**src/rtl/global_types.sv**
```systemverilog
// Shared types for the multiply unit: state enumeration and operand width.
package global_types;

  localparam int MULT_WIDTH = 32;

  typedef enum logic [1:0] {
    IDLE = 2'd0,
    BUSY = 2'd1,
    DONE = 2'd2
  } mult_state_t;

endpackage

```
**src/rtl/mult_unit.sv**
```systemverilog
// Iterative radix-2^RADIX_BITS multiplier producing a 64-bit HI/LO product.
// Optional signed mode is enabled by defining MULT_SIGNED_EN (adds is_signed).
//
// state | meaning
// IDLE  | waiting for a rising edge of en_mult
// BUSY  | retiring RADIX_BITS multiplier bits per cycle
// DONE  | product registered, done pulse; a new edge may restart here
module mult_unit
  import global_types::*;
#(
  parameter int RADIX_BITS = 1
) (
  input  logic                  clock,
  input  logic                  reset,
  input  logic                  en_mult,
  input  logic [MULT_WIDTH-1:0] a,
  input  logic [MULT_WIDTH-1:0] b,
`ifdef MULT_SIGNED_EN
  input  logic                  is_signed,
`endif
  output logic                  busy,
  output logic                  done,
  output logic [MULT_WIDTH-1:0] product_hi,
  output logic [MULT_WIDTH-1:0] product_lo
);

  localparam int ITER  = MULT_WIDTH / RADIX_BITS;
  localparam int CNT_W = $clog2(ITER + 1);
  localparam int PW    = 2 * MULT_WIDTH;

  mult_state_t state, state_nxt;

  logic                  en_q;
  logic                  seen_low;
  logic [PW-1:0]         mcand;
  logic [MULT_WIDTH-1:0] mplier;
  logic [PW-1:0]         acc;
  logic [CNT_W-1:0]      cnt;

  logic                  accept;
  logic                  last;
  logic [MULT_WIDTH-1:0] mag_a;
  logic [MULT_WIDTH-1:0] mag_b;
  logic [RADIX_BITS-1:0] digit;
  logic [PW-1:0]         acc_next;
  logic [PW-1:0]         result;

  // seen_low keeps a level already high at reset release from counting as an edge
  assign accept = en_mult && !en_q && seen_low && (state != BUSY);
  assign last   = (cnt == CNT_W'(1));
  assign digit  = mplier[RADIX_BITS-1:0];
  assign acc_next = acc + mcand * {{(PW-RADIX_BITS){1'b0}}, digit};

`ifdef MULT_SIGNED_EN
  logic neg_q;

  assign mag_a  = (is_signed && a[MULT_WIDTH-1]) ? (~a + 1'b1) : a;
  assign mag_b  = (is_signed && b[MULT_WIDTH-1]) ? (~b + 1'b1) : b;
  assign result = neg_q ? (~acc_next + 1'b1) : acc_next;
`else
  assign mag_a  = a;
  assign mag_b  = b;
  assign result = acc_next;
`endif

  always_ff @(posedge clock or negedge reset) begin
    if (!reset) begin
      state <= IDLE;
    end else begin
      state <= state_nxt;
    end
  end

  always_comb begin
    state_nxt = state;
    busy      = 1'b0;
    done      = 1'b0;
    case (state)
      IDLE: begin
        if (accept) state_nxt = BUSY;
      end
      BUSY: begin
        busy = 1'b1;
        if (last) state_nxt = DONE;
      end
      DONE: begin
        done      = 1'b1;
        state_nxt = accept ? BUSY : IDLE;
      end
      default: state_nxt = IDLE;
    endcase
  end

  always_ff @(posedge clock or negedge reset) begin
    if (!reset) begin
      en_q       <= 1'b0;
      seen_low   <= 1'b0;
      mcand      <= '0;
      mplier     <= '0;
      acc        <= '0;
      cnt        <= '0;
      product_hi <= '0;
      product_lo <= '0;
`ifdef MULT_SIGNED_EN
      neg_q      <= 1'b0;
`endif
    end else begin
      en_q <= en_mult;
      if (!en_mult) seen_low <= 1'b1;
      if (accept) begin
        mcand  <= {{MULT_WIDTH{1'b0}}, mag_a};
        mplier <= mag_b;
        acc    <= '0;
        cnt    <= CNT_W'(ITER);
`ifdef MULT_SIGNED_EN
        neg_q  <= is_signed && (a[MULT_WIDTH-1] ^ b[MULT_WIDTH-1]);
`endif
      end else if (state == BUSY) begin
        acc    <= acc_next;
        mcand  <= mcand << RADIX_BITS;
        mplier <= mplier >> RADIX_BITS;
        cnt    <= cnt - CNT_W'(1);
        if (last) begin
          product_hi <= result[PW-1:MULT_WIDTH];
          product_lo <= result[MULT_WIDTH-1:0];
        end
      end
    end
  end

endmodule

```
**config.mk**
```make
export PLATFORM = sky130hd
export DESIGN_NAME = mult_unit
export DESIGN_NICKNAME = d
export VERILOG_FILES = /design/src/rtl/global_types.sv /design/src/rtl/mult_unit.sv
export SDC_FILE = /design/constraint.sdc
export NUM_CORES = 1
export LEC_CHECK = 0
export BUFFER_PORTS_ARGS = -buffer_cell sky130_fd_sc_hd__buf_4
export CORE_MARGIN = 2
export CORE_UTILIZATION = 55
export CTS_CLUSTER_DIAMETER = 30
export DETAILED_ROUTE_END_ITERATION = 8
export GPL_TIMING_DRIVEN = 0
export PLACE_DENSITY_LB_ADDON = 0.2
export SLEW_MARGIN = 5
export SYNTH_ARGS = -nofsm -noshare
export SYNTH_HDL_FRONTEND = slang
export SYNTH_SLANG_ARGS = --single-unit
```
**constraint.sdc**
```tcl
create_clock -name clock -period 4.51 [get_ports clock]
set_input_delay 0.2255 -clock clock [delete_from_list [all_inputs] [get_ports clock]]
set_output_delay 0.2255 -clock clock [all_outputs]
set_load 0.005 [all_outputs]
```
==> impl_metrics.csv <==
group,metric,value,unit
synthesis,synth_nets,1678,
synthesis,netlist.area_leader.share,0.442,
critical_path,cp_slowest_cell,"a221oi_2",
clock_network,clockBufferDepth,3,
outcome,failed_checks,"negative hold slack",
critical_path,rr_worst_depth,14,
final_layout,layout-drive-gt1-share,0.140,
synthesis,ys_seq_elements,234,
min_path,hold_path.class,"in -> reg",
min_path,min_to,"mcand[4]",
final_layout,nets,1926,
floorplanning,row_count,56,
route,drt-vias-per-instance,5.89,
sta,hold_ws,-0.00312,ns
sta,fin_crit,4.08,ns
clock_network,cts-root-buf,"clkbuf_16",
global_routing,grt_pass1_wl,63.6,mm
clock_network,postCtsSetupRepairBufs,0,
placement,portBuffers,132,
sta,hold_viol,1,
min_path,min_from,"a[4]",
synthesis,synthFlopType,"dfrtp_1",
synthesis,yosysUniqueCellTypes,70,
synthesis,yosys.area.top_type,"dfrtp_1",
placement,dp_slack,0.273,ns
critical_path,rr_startpoint,"mplier[0]",
placement,place_congestion,0.979,
synthesis,syn_inst,1545,
synthesis,synth_warnings,0,
route,first_pass_iters,5,
synthesis,netlist_area,13200,um^2
critical_path,regToRegEndpoint,"product_hi[26]",
outcome,outcome,"finished with violations",
sta,maxSlewHeadroom,0.368,
power_and_ir_drop,p_per_area,342,nW/um^2
power_and_ir_drop,max-vdd-ir-drop,264,uV
floorplanning,fp.dieW,159,um
critical_path,reg2reg_slack,0.43,ns
floorplanning,dieArea,25300,um^2
critical_path,worstPathRequired,4.95,ns
synthesis,synth.most_common_cell,"nand2_1",
global_routing,antenna_found_initial,1,
route,drc,0,
route,routedWlPerCell,18.2,um
critical_path,slowest_delay,0.41,ns
job,cap_violations,0,
floorplanning,core,23500,um^2
sta,timing.final.crit_share,0.906,
floorplanning,ios,133,
critical_path,endpoint_kind,"register",
sta,setup_viol,0,
sta,fin_setup_tns,0,ns
route,num_vias,12700,
clock_network,cts_tree,"done",
final_layout,syn_to_final_growth,28.1,%
synthesis,synth.area.top_cells,"dfrtp_1, nand2_1, ha_1",
clock_network,clk_latency,0.55,ns
final_layout,fin_util,0.720,
route,first_iter_violations,949,
sta,max_freq,245,MHz
floorplanning,die_y,159,um
placement,hpwl,26.6,mm
critical_path,cp.arrival,4.52,ns
critical_path,crit_type,"reg -> reg",
route,routed_wl,39.2,mm
synthesis,synth-async-reset-ratio,1.00,
floorplanning,start_util,0.562,
global_routing,grt_pass1_vias,12400,
critical_path,cp_max_fo,10,
clock_network,h-tree-depth,2,
global_routing,grt_max_degree,119,
power_and_ir_drop,p_leak,7.85,nW
sta,setup_ws,0.426,ns
synthesis,syn_area_per_cell,8.57,um^2
sta,tightest_slew,0.948,ns
sta,rsz0062_at_grt,"false",
clock_network,cts_buffers,47,
critical_path,path_cells,"clkbuf_2, clkbuf_1, and2_1, ha_1, and3_2, a221oi_2, o22a_4, nand2_1, o21ai_2, o32ai_1, nor2b_1, o221ai_1, xor2_1, mux2_2",
sta,finalMaxSlewViolations,0,
min_path,hold_depth,3,
synthesis,synth_common_cells,"nand2_1, dfrtp_1, o21ai_0",
global_routing,track_usage,0.308,
clock_network,path_clk_slew,0.05,ns
clock_network,cts_sinks,234,
global_routing,grt_overflow,0,
critical_path,start_kind,"register",
synthesis,synth_edf_count,0,
route,postRouteAntennaNets,0,
synthesis,synth-seq-area-share,0.442,
sta,skew,0.0199,ns
[worst max-delay path: cells and delay by family, from the launching register on]
family	cells	cell delay, ns
AO/OA/AOI/OAI	5	1.39
AND/OR/NAND/NOR	4	0.82
buffers and inverters	2	0.65
flip-flops	1	0.34
adder cells (fa/ha/maj)	1	0.29
multiplexers	1	0.28
XOR/XNOR	1	0.20
[cell families after synthesis]
logic type      Yosys count  share of synthesized area
compound gates          410                      0.191
mux                       9                    0.00756
flops                   234                      0.442
fa+ha+maj                66                     0.0629
buf+inv                 117                     0.0371
xor+xnor                 64                     0.0435
simple gates            645                      0.215
[state kept, by name (all words and copies together) (netlist names)]
name and count:
mcand 64, state 2, product_hi 32, en_q 1
product_lo 32, mplier 32, acc 64, seen_low 1
cnt 6
[layer usage]
metal / wire length, um / track usage / vias up
met2: 17900 / 0.492 / 543
li1: - / - / 5910
met4: 1470 / 0.130 / 0
met5: 0 / 0 / -
met3: 2800 / 0.0471 / 110
met1: 17000 / 0.421 / 6113
[cells in the final DEF, fill, tap and decap left out, drive strengths merged, types with 11 or more instances in the layout]
master and instances:
inv 20, nand2 319, dlygate4sd3 65, ha 65
and2 64, o21bai 14, buf 150, xor2 36
clkbuf 145, clkinv 16, nand4 11, nand3 106
nor2 107, dfrtp 234, a21o 30, xnor2 27
a21oi 78, a31oi 74, o21ai 157
[worst max path at each step]
stage / start / end / slack (ns) / depth (start not counted)
finish: mplier[0] / product_hi[26] / 0.43 / 14
global route: mplier[0] / product_hi[26] / 0.15 / 15
CTS: mplier[0] / product_hi[26] / 0.25 / 14
detailed placement: mplier[0] / product_hi[26] / 0.27 / 14
global placement: mplier[0] / product_hi[26] / 0.32 / 14
floorplan: mplier[0] / product_hi[26] / 1.23 / 14
[through the flow]
stage	cell area (um^2)	total power [W]	cells
6_report	17000	0.00580	2152
4_1_cts	17000	0.00582	2151
2_1_floorplan	13200	0.00217	1545
3_5_place_dp	14700	0.00229	1998
5_1_grt	17000	0.00594	2152
3_3_place_gp	14600	0.00228	1996
[cell type report]
| cell class | instances | area, um^2 |
|---|---|---|
| antenna | 1 | 2.50 |
| buffer | 99 | 425 |
| clock buffer | 62 | 1310 |
| clock inverter | 26 | 300 |
| fill | 1815 | 6580 |
| inverter | 18 | 67.6 |
| multi-input combinational | 1194 | 6890 |
| sequential | 234 | 5860 |
| tap | 319 | 399 |
| timing repair buffer | 199 | 1700 |
[power breakdown]
group | internal, W | leakage, nW | switching, W
combinational | 0.0000879 | 4.05 | 0.000108
clock | 0.00229 | 0.786 | 0.00120
sequential | 0.00210 | 3.01 | 0.000000129
[repair_timing]
item	CTS	global route
endpoints found under the setup margin	0	9
endpoints found under the hold margin	181	0
resized for setup	0	2
hold buffers	65	0
No activity file was read; power rests on OpenSTA's default activity.
